$ cat config.mk
export PLATFORM = sky130hd
export DESIGN_NAME = bitwise_logic_pipe_flat
export DESIGN_NICKNAME = d
export VERILOG_FILES = /design/src/rtl/bitwise_logic_pipe_if.sv /design/src/rtl/bitwise_logic_pipe.sv /design/src/flat_wrapper.sv
export SDC_FILE = /design/constraint.sdc
export NUM_CORES = 1
export LEC_CHECK = 0
export CORE_MARGIN = 2
export CORE_UTILIZATION = 45
export CTS_BUF_LIST = sky130_fd_sc_hd__clkbuf_2 sky130_fd_sc_hd__clkbuf_4 sky130_fd_sc_hd__clkbuf_8
export CTS_CLUSTER_SIZE = 10
export DETAILED_ROUTE_END_ITERATION = 8
export HOLD_SLACK_MARGIN = 0.02
export PLACE_DENSITY = 0.69
export SETUP_SLACK_MARGIN = 0.05
export SLEW_MARGIN = 20
export SYNTH_ARGS = -nofsm -noshare
export SYNTH_HDL_FRONTEND = slang
export SYNTH_SLANG_ARGS = --single-unit
$ cat constraint.sdc
create_clock -name clk -period 1.95 [get_ports clk]
set_input_delay 0.195 -clock clk [delete_from_list [all_inputs] [get_ports clk]]
set_output_delay 0.195 -clock clk [all_outputs]
set_load 0.02 [all_outputs]
$ cat src/rtl/bitwise_logic_pipe_if.sv
// Operand/result handshake bundle for bitwise_logic_pipe.
// out_count exists only when LOGIC_PIPE_COUNT_EN is defined.
interface bitwise_logic_pipe_if #(
    parameter int WIDTH = 32
);
    logic             in_valid;
    logic             in_ready;
    logic [2:0]       in_op;
    logic [WIDTH-1:0] in_a;
    logic [WIDTH-1:0] in_b;
    logic             out_valid;
    logic             out_ready;
    logic [WIDTH-1:0] out_r;
    logic             out_zero;
`ifdef LOGIC_PIPE_COUNT_EN
    logic [15:0]      out_count;

    modport master (
        output in_valid, in_op, in_a, in_b, out_ready,
        input  in_ready, out_valid, out_r, out_zero, out_count
    );
    modport slave (
        input  in_valid, in_op, in_a, in_b, out_ready,
        output in_ready, out_valid, out_r, out_zero, out_count
    );
`else
    modport master (
        output in_valid, in_op, in_a, in_b, out_ready,
        input  in_ready, out_valid, out_r, out_zero
    );
    modport slave (
        input  in_valid, in_op, in_a, in_b, out_ready,
        output in_ready, out_valid, out_r, out_zero
    );
`endif
endinterface

$ cat src/rtl/bitwise_logic_pipe.sv
// Pipelined eight-op bitwise logic unit with valid/ready flow control.
// Define LOGIC_PIPE_COUNT_EN to add the 16-bit accepted-result counter out_count.
module bitwise_logic_pipe #(
    parameter int WIDTH  = 32,
    parameter int STAGES = 2
) (
    input logic                 clk,
    input logic                 rst_n,
    bitwise_logic_pipe_if.slave bus
);
    function automatic logic [WIDTH-1:0] logic_op(
        input logic [2:0]       op,
        input logic [WIDTH-1:0] a,
        input logic [WIDTH-1:0] b
    );
        logic [WIDTH-1:0] r;
        case (op)
            3'd0:    r = a & b;
            3'd1:    r = a | b;
            3'd2:    r = a ^ b;
            3'd3:    r = ~(a & b);
            3'd4:    r = ~(a | b);
            3'd5:    r = ~(a ^ b);
            3'd6:    r = ~a;
            default: r = a;
        endcase
        return r;
    endfunction

    logic [STAGES-1:0] vld_p;
    logic [STAGES-1:0] zero_p;
    logic [WIDTH-1:0]  res_p [STAGES];
    logic [STAGES-1:0] load_p;
    logic [WIDTH-1:0]  res_in;
    logic              acc;

    // Stage k may load when any stage from k to the output is empty, or the
    // consumer takes the head; built with an accumulator to keep the chain acyclic.
    always_comb begin
        load_p = '0;
        acc    = bus.out_ready;
        for (int k = STAGES - 1; k >= 0; k--) begin
            acc       = acc || !vld_p[k];
            load_p[k] = acc;
        end
    end

    assign res_in       = logic_op(bus.in_op, bus.in_a, bus.in_b);
    assign bus.in_ready = load_p[0];

    // Stage 0 captures the op result; later stages shift only valid entries.
    always_ff @(posedge clk) begin
        if (!rst_n) begin
            vld_p  <= '0;
            zero_p <= '0;
            for (int k = 0; k < STAGES; k++) res_p[k] <= '0;
        end else begin
            if (load_p[0]) begin
                vld_p[0] <= bus.in_valid;
                if (bus.in_valid) begin
                    res_p[0]  <= res_in;
                    zero_p[0] <= (res_in == '0);
                end
            end
            for (int k = 1; k < STAGES; k++) begin
                if (load_p[k]) begin
                    vld_p[k] <= vld_p[k-1];
                    if (vld_p[k-1]) begin
                        res_p[k]  <= res_p[k-1];
                        zero_p[k] <= zero_p[k-1];
                    end
                end
            end
        end
    end

    assign bus.out_valid = vld_p[STAGES-1];
    assign bus.out_r     = res_p[STAGES-1];
    assign bus.out_zero  = zero_p[STAGES-1];

`ifdef LOGIC_PIPE_COUNT_EN
    logic [15:0] count_q;

    always_ff @(posedge clk) begin
        if (!rst_n) begin
            count_q <= '0;
        end else if (bus.out_valid && bus.out_ready) begin
            count_q <= count_q + 16'd1;
        end
    end

    assign bus.out_count = count_q;
`endif
endmodule

$ cat src/flat_wrapper.sv
// flat-port wrapper written by rule: the top's interface ports become plain ports
module bitwise_logic_pipe_flat 
#(
    parameter int WIDTH  = 32,
    parameter int STAGES = 2
)
  (clk, rst_n, bus_in_valid, bus_in_op, bus_in_a, bus_in_b, bus_out_ready, bus_in_ready, bus_out_valid, bus_out_r, bus_out_zero);
  bitwise_logic_pipe_if #(.WIDTH(WIDTH)) bus_i ();
  input logic clk;
  input logic rst_n;
  input wire logic [$bits(bus_i.in_valid)-1:0] bus_in_valid;
  input wire logic [$bits(bus_i.in_op)-1:0] bus_in_op;
  input wire logic [$bits(bus_i.in_a)-1:0] bus_in_a;
  input wire logic [$bits(bus_i.in_b)-1:0] bus_in_b;
  input wire logic [$bits(bus_i.out_ready)-1:0] bus_out_ready;
  output wire logic [$bits(bus_i.in_ready)-1:0] bus_in_ready;
  output wire logic [$bits(bus_i.out_valid)-1:0] bus_out_valid;
  output wire logic [$bits(bus_i.out_r)-1:0] bus_out_r;
  output wire logic [$bits(bus_i.out_zero)-1:0] bus_out_zero;
  assign bus_i.in_valid = bus_in_valid;
  assign bus_i.in_op = bus_in_op;
  assign bus_i.in_a = bus_in_a;
  assign bus_i.in_b = bus_in_b;
  assign bus_i.out_ready = bus_out_ready;
  assign bus_in_ready = bus_i.in_ready;
  assign bus_out_valid = bus_i.out_valid;
  assign bus_out_r = bus_i.out_r;
  assign bus_out_zero = bus_i.out_zero;
  bitwise_logic_pipe #(.WIDTH(WIDTH), .STAGES(STAGES)) u_core (.clk(clk), .rst_n(rst_n), .bus(bus_i));
endmodule
==> metrics <==
clk buf depth=2; RSZ-0062 raised after global routing=false; P_leak=0.00409 uW; Synth top area share=32.0%; Inst Count DP=1003; DRC violations left=0; area leader, netlist=edfxtp_1; max cap viols=0; largest net degree at the start of global routing=39; Synth cell types=55; Crit path arrival time=2.07 ns; clk_skew=0.00614 ns; worst hold path class=reg -> reg; Std-Cell Rows=42; Critical Path Max Stage Delay=0.50 ns; worst relative slew slack=73.1%; Yosys warnings=0; PD cells=492 nW/um2; EDFF count, synth=64; Core Region=13100 um2; vias in the first global route=5304; 1st-pass router iterations=5; kind of critical path=in -> reg; CTS buffer count=9; die area=14300 um2; Critical-path top delay cell=clkdlybuf4s50_1; synthesized net count=796; CP Max Fanout=2; ratio of final minimum period to clock period=94.6%; Die X=120 um; Via-to-Cell Ratio=5.20; # clock sinks=68; area added between synthesis and finish=46.3%; clock root buffer=clkbuf_8; GRT Overall Usage=20.9%; Final Max Slew Viols=0; Port Buffer Count=105; nets=991; WL per Instance=14.8 um; WL final=15300 um; ant diodes=0; Post-synth ARST share=0%; detailed-route via count=5383; Worst-Margin Slew=0.402 ns; io pins=106; DRT antenna net count=0; global-route wire length before repair=24500 um; layout cells sized above 1=31.2%; post-route minimum period=1.85 ns; Final Non-Filler Cells=1036; gr ovfl total=0; Final WS setup=0.105 ns; Peak supply drop=0.249 mV; worst skew pair latency=0.33 ns; Vert. Die Dim=120 um; post-synthesis register bit count=68; Mapped Cells=661; startpoint types=input port; status=completed; WP data required=2.17 ns; final hold viol count=0; mapped cell area=6010 um2; CTS H-Tree Depth=3; CTS tree=yes; synth top area cells=edfxtp_1, ha_1, buf_4, inv_1, and2_1; antenna violations before repair=0; Synth Flop Type=edfxtp_1; Final HPWL DP=11500 um; gpl congestion=0.893; DRT iter0 DRCs=374; Mapped Avg Cell Area=9.10 um2; Crit. End Element=flop; FMAX=0.542 GHz; Initial Util=45.8%; share of the yosys chip area belonging to registers=33.3%; Setup-failing EPs final=0; pre-CTS setup slack=-0.630 ns; Reg clk slew, reported paths=0.06 ns; CP Cell Sequence=clkdlybuf4s50_1 -> inv_1 -> ha_1 -> a221o_1 -> a21oi_2 -> o22ai_2 -> nand4_1 -> nor3_2 -> buf_4 -> a31o_1
[through the flow]
step | hold slack (ns) | power [uW] | cell area, um2 | util, % | setup TNS, ns
2_1_floorplan | 0.334 | 2570 | 6020 | - | 0
3_3_place_gp | 0.505 | 3190 | 7950 | 60.5 | -3.70
3_5_place_dp | 0.506 | 3250 | 7950 | 60.5 | -5.12
4_1_cts | 0.524 | 4220 | 8330 | 63.4 | 0
5_1_grt | 0.532 | 4560 | 8800 | 67.0 | 0
6_report | 0.521 | 4330 | 8800 | 67.0 | 0
[cells by family (layout without fill, tap and decap cells)]
group           count (synthesis)  after routing  share of synthesized area (%)
xor+xnor                        3              3                          0.437
buf+inv                       151            350                           12.7
mux                            28             28                           5.87
flops                          68             68                           33.3
fa+ha+maj                      64             64                           13.3
compound gates                174            174                           19.5
simple gates                  173            173                           14.9
[final timing paths]
path                                          start             endpoint  slack (ns)  depth (start not counted)
worst max-delay path                   bus_in_b[23]     u_core.zero_p[0]        0.10                         10
worst min register to register  u_core.res_p[0][27]  u_core.res_p[0][59]        0.52                          1
worst min-delay path            u_core.res_p[0][27]  u_core.res_p[0][59]        0.52                          1
worst max register to register      u_core.vld_p[1]  u_core.res_p[0][52]        0.40                          5
[final cells by class]
type / instances / area (um2)
inverter: 74 / 282
clock buffer: 10 / 131
tap: 176 / 220
fill: 1034 / 4340
clock inverter: 5 / 20.0
sequential: 68 / 2000
timing repair buffer: 261 / 2410
multi-input combinational: 442 / 3740
[placed cells by master, fill, tap and decap left out, types with 5 or more instances in the layout]
master and instances:
a21oi_1 38, o22ai_1 7, clkdlybuf4s50_1 52, ha_1 47, nand2b_1 16, edfxtp_1 64, nor2_1 40, a22o_1 6
o21ai_1 10, a211oi_1 15, clkbuf_8 9, dlymetal6s2s_1 28, mux4_2 5, nand2_1 34, inv_1 59, o21ai_0 18
nor2b_1 19, o22ai_2 6, buf_12 12, o211ai_1 13, and2_1 39, mux2i_1 16, ha_2 5, inv_2 14
dlygate4sd2_1 20, and3_1 7, buf_4 141, a221o_1 5, a21oi_2 10, ha_4 12, a221oi_2 5
[power by group]
| group | switching, uW | internal, uW | leakage [uW] |
|---|---|---|---|
| Clock | 441 | 448 | 0.0000795 |
| Sequential | 25.0 | 1730 | 0.000725 |
| Combinational | 792 | 886 | 0.00328 |
[cells in the mapped netlist (13+ instances only)]
| cell type | instances |
|---|---|
| a211oi_1 | 17 |
| and2_1 | 39 |
| nand2b_1 | 16 |
| nand2_1 | 35 |
| a21oi_1 | 48 |
| o21ai_0 | 28 |
| o211ai_1 | 13 |
| inv_1 | 72 |
| mux2i_1 | 18 |
| nor2b_1 | 19 |
| buf_4 | 37 |
| buf_2 | 20 |
| edfxtp_1 | 64 |
| nor2_1 | 41 |
| ha_1 | 64 |
| clkbuf_1 | 14 |
| o22ai_1 | 17 |
[sequential cells by signal (all words and copies together), names as in the netlist]
| signal | count |
|---|---|
| u_core.vld_p | 2 |
| u_core.zero_p | 2 |
| u_core.res_p | 64 |
[routing by layer]
| layer | GRT usage, % | vias up | wire length [um] |
|---|---|---|---|
| met2 | 37.8 | 147 | 7740 |
| met1 | 25.9 | 2506 | 6500 |
| met3 | 2.38 | 29 | 690 |
| li1 | - | 2701 | - |
| met4 | 6.91 | 0 | 351 |
| met5 | 0 | - | 0 |
[repair_timing]
| action | CTS | global route |
|---|---|---|
| buffers inserted | 9 | 9 |
| resized for setup | 71 | 94 |
| pin swaps | 28 | 50 |
| hold buffers | 0 | 0 |
| setup endpoints to repair | 6 | 5 |
[worst max-delay path, delay by kind of cell]
| kind | cells | cell delay, ns |
|---|---|---|
| fa+ha+maj | 1 | 0.28 |
| simple gates | 2 | 0.18 |
| compound gates | 4 | 0.73 |
| buf+inv | 3 | 0.68 |
(Power assumes the default switching activity.)
